File: config.mk
export PLATFORM = sky130hd
export DESIGN_NAME = mc_controller
export DESIGN_NICKNAME = d
export VERILOG_FILES = /design/src/rtl/mc_controller.sv
export SDC_FILE = /design/constraint.sdc
export NUM_CORES = 1
export LEC_CHECK = 0
export ABC_AREA = 1
export CORE_MARGIN = 5
export CORE_UTILIZATION = 39
export CTS_CLUSTER_SIZE = 10
export DETAILED_ROUTE_END_ITERATION = 16
export PLACE_DENSITY_LB_ADDON = 0.12
export SYNTH_ARGS = -nofsm -noshare
export SYNTH_HDL_FRONTEND = slang
export SYNTH_SLANG_ARGS = --single-unit
File: constraint.sdc
create_clock -name clk -period 3.1 [get_ports clk]
set_clock_uncertainty 0.1 [all_clocks]
set_input_delay 0.62 -clock clk [delete_from_list [all_inputs] [get_ports clk]]
set_output_delay 0.62 -clock clk [all_outputs]
set_load 0.01 [all_outputs]
File: src/rtl/mc_controller.sv
// ---------------------------------------------------------------------------
// mc_controller
//   Main control unit of a multi-cycle RV32I core. A Moore-style FSM sequences
//   fetch / decode / execute / memory / writeback. Beside it sit the opcode to
//   immediate-format decoder for the immediate extender and the ALU decoder.
//   The unit drives every datapath mux select and write enable.
//
// Parameters
//   SUPPORT_BNE  1: branch funct3=001 inverts the zero test (bne).
//                0: the branch opcode is treated as beq for funct3 000/001.
//
// Ports
//   clk         in   rising-edge system clock
//   reset       in   asynchronous, active-high; forces FETCH
//   op          in   [6:0] instr[6:0] from the instruction register
//   funct3      in   [2:0] instr[14:12]
//   funct7b5    in   instr[30]
//   zero        in   ALU result == 0
//   immsrc      out  [2:0] extender select: 000 I, 001 S, 010 B, 011 J, 100 U
//   alusrca     out  [1:0] 00 PC, 01 oldPC, 10 rs1 reg, 11 constant 0
//   alusrcb     out  [1:0] 00 rs2 reg, 01 immext, 10 constant 4
//   resultsrc   out  [1:0] 00 ALUOut reg, 01 data reg, 10 ALU result
//   adrsrc      out  memory address select: 0 PC, 1 result
//   alucontrol  out  [2:0] 000 add, 001 sub, 010 and, 011 or, 100 xor, 101 slt
//   irwrite     out  load instruction register (and oldPC)
//   pcwrite     out  load PC
//   regwrite    out  register file write
//   memwrite    out  data memory write
//   illegal_op  out  one-cycle pulse in DECODE on an unsupported opcode
// ---------------------------------------------------------------------------
module mc_controller #(
  parameter bit SUPPORT_BNE = 1'b1
) (
  input  logic       clk,
  input  logic       reset,
  input  logic [6:0] op,
  input  logic [2:0] funct3,
  input  logic       funct7b5,
  input  logic       zero,
  output logic [2:0] immsrc,
  output logic [1:0] alusrca,
  output logic [1:0] alusrcb,
  output logic [1:0] resultsrc,
  output logic       adrsrc,
  output logic [2:0] alucontrol,
  output logic       irwrite,
  output logic       pcwrite,
  output logic       regwrite,
  output logic       memwrite,
  output logic       illegal_op
);

  localparam logic [6:0] OP_LW     = 7'b0000011;
  localparam logic [6:0] OP_SW     = 7'b0100011;
  localparam logic [6:0] OP_R      = 7'b0110011;
  localparam logic [6:0] OP_IALU   = 7'b0010011;
  localparam logic [6:0] OP_BRANCH = 7'b1100011;
  localparam logic [6:0] OP_JAL    = 7'b1101111;
  localparam logic [6:0] OP_LUI    = 7'b0110111;

  localparam logic [2:0] ALU_ADD = 3'b000;
  localparam logic [2:0] ALU_SUB = 3'b001;
  localparam logic [2:0] ALU_AND = 3'b010;
  localparam logic [2:0] ALU_OR  = 3'b011;
  localparam logic [2:0] ALU_XOR = 3'b100;
  localparam logic [2:0] ALU_SLT = 3'b101;

  typedef enum logic [3:0] {
    S_FETCH    = 4'd0,
    S_DECODE   = 4'd1,
    S_MEMADR   = 4'd2,
    S_MEMREAD  = 4'd3,
    S_MEMWB    = 4'd4,
    S_MEMWRITE = 4'd5,
    S_EXECUTER = 4'd6,
    S_EXECUTEI = 4'd7,
    S_ALUWB    = 4'd8,
    S_BRANCH   = 4'd9,
    S_JAL      = 4'd10,
    S_LUI      = 4'd11
  } state_t;

  state_t state_q, state_d;

  // Extender format select, decoded from the opcode alone in every state.
  function automatic logic [2:0] imm_decode(input logic [6:0] opc);
    logic [2:0] sel;
    sel = 3'b000;
    case (opc)
      OP_LW, OP_IALU: sel = 3'b000;
      OP_SW:          sel = 3'b001;
      OP_BRANCH:      sel = 3'b010;
      OP_JAL:         sel = 3'b011;
      OP_LUI:         sel = 3'b100;
      default:        sel = 3'b000;
    endcase
    return sel;
  endfunction

  // ALU operation from the funct fields. Subtraction needs op[5] as well as
  // funct7b5 because I-type immediates reuse instr[30] as an immediate bit.
  function automatic logic [2:0] alu_decode(input logic [6:0] opc,
                                            input logic [2:0] f3,
                                            input logic       f7b5);
    logic [2:0] ctl;
    ctl = ALU_ADD;
    case (f3)
      3'b000:  ctl = (opc[5] && f7b5) ? ALU_SUB : ALU_ADD;
      3'b010:  ctl = ALU_SLT;
      3'b100:  ctl = ALU_XOR;
      3'b110:  ctl = ALU_OR;
      3'b111:  ctl = ALU_AND;
      default: ctl = ALU_ADD;
    endcase
    return ctl;
  endfunction

  // Branch condition: beq on 000, bne on 001 when enabled, never taken otherwise.
  function automatic logic branch_taken(input logic [2:0] f3, input logic z);
    logic tk;
    tk = 1'b0;
    case (f3)
      3'b000:  tk = z;
      3'b001:  tk = SUPPORT_BNE ? ~z : z;
      default: tk = 1'b0;
    endcase
    return tk;
  endfunction

  // State register: the only sequential element.
  always_ff @(posedge clk or posedge reset) begin
    if (reset) state_q <= S_FETCH;
    else       state_q <= state_d;
  end

  logic pcupdate;
  logic branch;
  logic irwrite_raw;
  logic regwrite_raw;
  logic memwrite_raw;
  logic illegal_raw;

  always_comb begin
    state_d      = S_FETCH;
    alusrca      = 2'b00;
    alusrcb      = 2'b00;
    resultsrc    = 2'b00;
    adrsrc       = 1'b0;
    alucontrol   = ALU_ADD;
    irwrite_raw  = 1'b0;
    regwrite_raw = 1'b0;
    memwrite_raw = 1'b0;
    illegal_raw  = 1'b0;
    pcupdate     = 1'b0;
    branch       = 1'b0;

    case (state_q)
      S_FETCH: begin
        adrsrc      = 1'b0;
        irwrite_raw = 1'b1;
        alusrca     = 2'b00;
        alusrcb     = 2'b10;
        resultsrc   = 2'b10;
        pcupdate    = 1'b1;
        state_d     = S_DECODE;
      end
      S_DECODE: begin
        // Precompute the branch target oldPC + immext into ALUOut.
        alusrca = 2'b01;
        alusrcb = 2'b01;
        case (op)
          OP_LW, OP_SW: state_d = S_MEMADR;
          OP_R:         state_d = S_EXECUTER;
          OP_IALU:      state_d = S_EXECUTEI;
          OP_BRANCH:    state_d = S_BRANCH;
          OP_JAL:       state_d = S_JAL;
          OP_LUI:       state_d = S_LUI;
          default: begin
            illegal_raw = 1'b1;
            state_d     = S_FETCH;
          end
        endcase
      end
      S_MEMADR: begin
        alusrca = 2'b10;
        alusrcb = 2'b01;
        state_d = (op == OP_LW) ? S_MEMREAD : S_MEMWRITE;
      end
      S_MEMREAD: begin
        resultsrc = 2'b00;
        adrsrc    = 1'b1;
        state_d   = S_MEMWB;
      end
      S_MEMWB: begin
        resultsrc    = 2'b01;
        regwrite_raw = 1'b1;
        state_d      = S_FETCH;
      end
      S_MEMWRITE: begin
        resultsrc    = 2'b00;
        adrsrc       = 1'b1;
        memwrite_raw = 1'b1;
        state_d      = S_FETCH;
      end
      S_EXECUTER: begin
        alusrca    = 2'b10;
        alusrcb    = 2'b00;
        alucontrol = alu_decode(op, funct3, funct7b5);
        state_d    = S_ALUWB;
      end
      S_EXECUTEI: begin
        alusrca    = 2'b10;
        alusrcb    = 2'b01;
        alucontrol = alu_decode(op, funct3, funct7b5);
        state_d    = S_ALUWB;
      end
      S_ALUWB: begin
        resultsrc    = 2'b00;
        regwrite_raw = 1'b1;
        state_d      = S_FETCH;
      end
      S_BRANCH: begin
        alusrca    = 2'b10;
        alusrcb    = 2'b00;
        alucontrol = ALU_SUB;
        resultsrc  = 2'b00;
        branch     = 1'b1;
        state_d    = S_FETCH;
      end
      S_JAL: begin
        // PC <= ALUOut (target) while ALU forms oldPC + 4 for the link write.
        alusrca   = 2'b01;
        alusrcb   = 2'b10;
        resultsrc = 2'b00;
        pcupdate  = 1'b1;
        state_d   = S_ALUWB;
      end
      S_LUI: begin
        alusrca = 2'b11;
        alusrcb = 2'b01;
        state_d = S_ALUWB;
      end
      default: begin
        state_d = S_FETCH;
      end
    endcase
  end

  assign immsrc = imm_decode(op);

  // Reset holds the FSM in FETCH asynchronously; gating the enables here keeps
  // the FETCH-cycle irwrite/pcwrite from firing while reset is still high.
  assign irwrite    = irwrite_raw  & ~reset;
  assign pcwrite    = (pcupdate | (branch & branch_taken(funct3, zero))) & ~reset;
  assign regwrite   = regwrite_raw & ~reset;
  assign memwrite   = memwrite_raw & ~reset;
  assign illegal_op = illegal_raw  & ~reset;

endmodule

== Yosys cells after proc, flatten, opt, wreduce, memory -nomap -nowiden ==
Index checks and enable logic that the tools add are counted.
Word-level totals
  register bits: 4
  input port bits: 14
  output and inout bits: 18
  logic and storage cells: 65
Cells by class
  reductions and logical operators: 13
  bitwise operators: 9
  equal/unequal tests: 23
  muxes and demuxes: 19
Operator list (number)
  $pmux W4 S6: 1
  $eq A7 B6 Y1 const B: 3
  $pmux W4 S5: 1
  $eq A4 B3 Y1 const B: 4
  $eq A4 B4 Y1 const B: 4
  $pmux W3 S5: 1
  $eq A7 B7 Y1 const B: 2
  $pmux W3 S4: 1
  $reduce_or A2 Y1: 6
  $reduce_or A4 Y1: 3
  $eq A3 B3 Y1 const B: 3
  $mux W1: 9
  $eq A4 B2 Y1 const B: 2
  $pmux W2 S2: 2
  $eq A7 B2 Y1 const B: 1
  $eq A7 B5 Y1 const B: 1
  $reduce_or A7 Y1: 1
  $and A1 B1 Y1: 6
  $pmux W2 S3: 1
  $pmux W3 S2: 1
  $eq A4 B1 Y1 const B: 1
  $logic_not A4 Y1: 1
  $eq A3 B1 Y1 const B: 1
  $eq A3 B2 Y1 const B: 1
  6 further kinds: 7

== Logic depth before layout (Yosys ltp) ==
  depth in word-level cells: 5
  mapped depth: 8
  depth with buffers taken out: 8

== Worst setup path after synthesis ==
Ideal clock, no wire load.
  path type: input port to output port
  start: input op[1]
  end: output illegal_op
  buffers on the path: 0
  data arrival time: 1.254 ns
  setup slack: 1.126 ns
  stages on the path: 7
  required time: 2.380 ns
  cells stage by stage: nand2_1 > inv_2 > nand3_1 > nor2_4 > nor2_2 > nand3_1 > nor2_1
Between the ends
  longest elaborated chain between the ends: 5
  elaborated cells between the ends (all ways): 11
  classes of those cells: eq/ne: 7; mux: 2; bitwise: 1; reduce/logical: 1
RTL lines
  from (decl): line 36  | input logic [6:0] op,
  $eq A7 B2 Y1 (tied with other cells): line 171  | case (op)
  $reduce_or A7 Y1 (no line) *
  $mux W1 *: line 171
  $mux W1 *: line 157  | case (state_q)
  $and A1 B1 Y1 *: line 257  | assign illegal_op = illegal_raw & ~reset;
  to (decl): line 50  | output logic illegal_op
Every way passes the cells marked *; elsewhere a longest branch is shown, timed or not.

== Worst setup path in the final report ==
  start: input op[2]
  end: output immsrc[0]
Between the ends
  longest elaborated chain between the ends: 2
  elaborated cells between the ends (all ways): 5
  classes of those cells: eq/ne: 4; mux: 1
RTL lines
  $eq A7 B6 Y1 / $eq A7 B7 Y1 (equally long branches): line 89  | case (opc)
  $pmux W3 S4 *: line 89
  to (decl): line 40  | output logic [2:0] immsrc,
Marks and branches as above.

==> metrics.txt <==
Post-Synth XOR/XNOR Area 0%; die width 47.7 microns; VDD IR max 0.260 mV; largest net degree at the start of global routing 8; Simple-Gate Fraction of Synth Area 56.8%; clk sinks 4; Crit. path cell count 6; port bufs 31; ANT cells 0; syn_area_per_cell 5.53 sq um; CTS H-Tree Depth 1; GPL Wtd Cong 0.841; setup_tns 0 ns; distinct cell type count after synthesis 24; Worst Hold Class reg2reg; maxcap violations 0; Post-Place Cells 146; Initial DRC Count 18; final slew viol count 0; drt via density 4.95; Reg2Reg Capture Point state_q[2]; Largest regs state_q x4; Critical Path Sink Type output pin; Hold Slack 0.536 ns; area growth from synthesis to layout 64.0%; CP Launch Point op[2]; crit path to immsrc[0]; cell chain of the critical path clkdlybuf4s50_1 > nand4_1 > nor2_1 > inv_1 > o21ai_0 > clkdlybuf4s50_1; Die H 47.7 microns; Tot GR Track Use 16.1%; mux cell area share after synthesis 0%; Overflow after GRT 0; max reg flops 4; total power 0.385 mW; type of origin of the critical path input pin; status complete, no violations; worst path arrival time 2.24 ns; length of routed wiring on met1 669 microns; share of cells above drive strength 1 16.4%; pre-CTS setup slack 0.124 ns; die area 0.00227 sq mm; number of global-route vias before repair 688; Biggest register state_q; crit-path most repeated cell clkdlybuf4s50_1; Slowest-stage cell, CP clkdlybuf4s50_1; Synth Area in Compound Gates 12.7%; r2r startpoint state_q[0]; largest family of logic cells by synthesized area simple AND/OR/NAND/NOR gates; Final min period 2.96 ns; WP buf/inv 3; Routed met3 length 124 microns; worst skew pair latency 0.23 ns; Synth Cell Area 553 sq um; worst reg2reg path depth 5; fin util 68.9%; Final setup viols 0; I/O Pins 32; Post-CTS Hold Buffers 0; Least-Margin Pin Slew 0.235 ns; vias post-DR 737; Post-layout nets 150; final hold vios 0; Pwr per Cell Area 425 mW/mm^2; sequential-to-total area share from yosys stat 18.1%; placed inst area 882 sq um; largest fanout on the critical path 4; Final WS setup 0.143 ns; DRC 0; drt total wl 1550 microns; Synth Area in Adders 0%; core area 0.00132 sq mm; antenna violations before repair 0; CTS buffer count 3; FF-to-FF setup slack 1.90 ns; max frequency 338 MHz; Leakage 0.440 nW; final worst path period share 95.4%; met2 wire length 759 microns; RSZ-0062 raised after global routing false; CTS Root Cell clkbuf_4; top sig layer met3; WS Path Type in2out; syn nets 114; total number of yosys warnings 0; Yosys reg bits 4; crit-path max cell delay 0.58 ns; CTS tree yes; first-pass GRT wire length 2620 microns; Final HPWL DP 1330 microns; Clock Path Buffers 2; WL per Instance 10.4 microns; Initial DRT Pass Iterations 4; Slew HR 84.1%; fin area 907 sq um; final non-filler cell total 149; clock slew seen by the registers of the worst setup and hold paths 0.04 ns; Initial Util 42.0%; required time worst endpoint 2.38 ns; CP delay by family, top buffers and inverters; Fillers 125; Site Rows 13; post-route ant nets 0; Syn Inst Count 100
==> timing repair <==
action                                  in CTS  in global routing
setup buffers                                0                  0
resized for setup                            0                  1
endpoints found under the setup margin       0                  1
==> worst reg2reg max path: stages (launching register included) <==
cell and delay (ns):
dfrtp_1 0.40, inv_2 0.11, nand2_1 0.09, nor2_1 0.23, o21ai_1 0.10, nand3_1 0.10
==> metal layers <==
metal	up-vias	GRT usage [%]
met5	-	0
met4	0	5.38
met3	0	6.39
met2	24	26.2
met1	324	19.3
li1	389	-
==> power breakdown <==
group	leakage [nW]	switching [mW]	total [mW]	internal (mW)
combinational	0.373	0.128	0.252	0.124
sequential	0.0535	0.00896	0.0700	0.0610
clock	0.0138	0.0201	0.0633	0.0432
==> kinds of logic after synthesis <==
| logic type | count (synthesis) |
|---|---|
| simple gates | 66 |
| buf+inv | 18 |
| compound gates | 12 |
| flops | 4 |
==> how the worst min path moves through the flow <==
| stage | start | end | slack [ns] | cells past startpoint |
|---|---|---|---|---|
| global placement | state_q[0] | state_q[0] | 0.53 | 3 |
| floorplan | reset | state_q[0] | 0.29 | 1 |
| finish | state_q[0] | state_q[2] | 0.54 | 2 |
| detailed placement | state_q[0] | state_q[0] | 0.53 | 3 |
| CTS | state_q[0] | state_q[0] | 0.54 | 3 |
| global route | state_q[0] | state_q[0] | 0.57 | 3 |
==> placed cells by master (no fill, tap or decap), types with 2 or more instances in the layout <==
| cell type | count |
|---|---|
| o21ai_0 | 3 |
| inv_1 | 10 |
| dfrtp_1 | 4 |
| nor2_1 | 20 |
| o21ai_1 | 4 |
| clkdlybuf4s50_1 | 30 |
| clkbuf_4 | 3 |
| nor2_2 | 4 |
| nand2_1 | 23 |
| nand3_1 | 9 |
| inv_2 | 7 |
| nor2_4 | 2 |
==> synth_stat cells, drive strengths merged <==
master	instances	area, sq um
o221ai	1	8.76
clkinv	1	5.00
nor3	1	5.00
nand2	25	104
o21ai	7	35.0
inv	17	63.8
nor2	26	123
a31oi	1	6.26
dfrtp	4	100
or2	2	15.0
a21oi	1	5.00
nand4	1	6.26
nand3	10	55.1
nor4	1	6.26
a211oi	1	7.51
o31ai	1	7.51
==> layout make-up <==
| type | instances | area [sq um] | share of cell area, % |
|---|---|---|---|
| sequential | 4 | 100 | 11.0 |
| timing repair buffer | 31 | 313 | 34.5 |
| tap | 15 | 18.8 | 2.07 |
| clock buffer | 3 | 22.5 | 2.48 |
| inverter | 18 | 68.8 | 7.59 |
| multi-input combinational | 78 | 384 | 42.3 |
(Power assumes the default switching activity.)
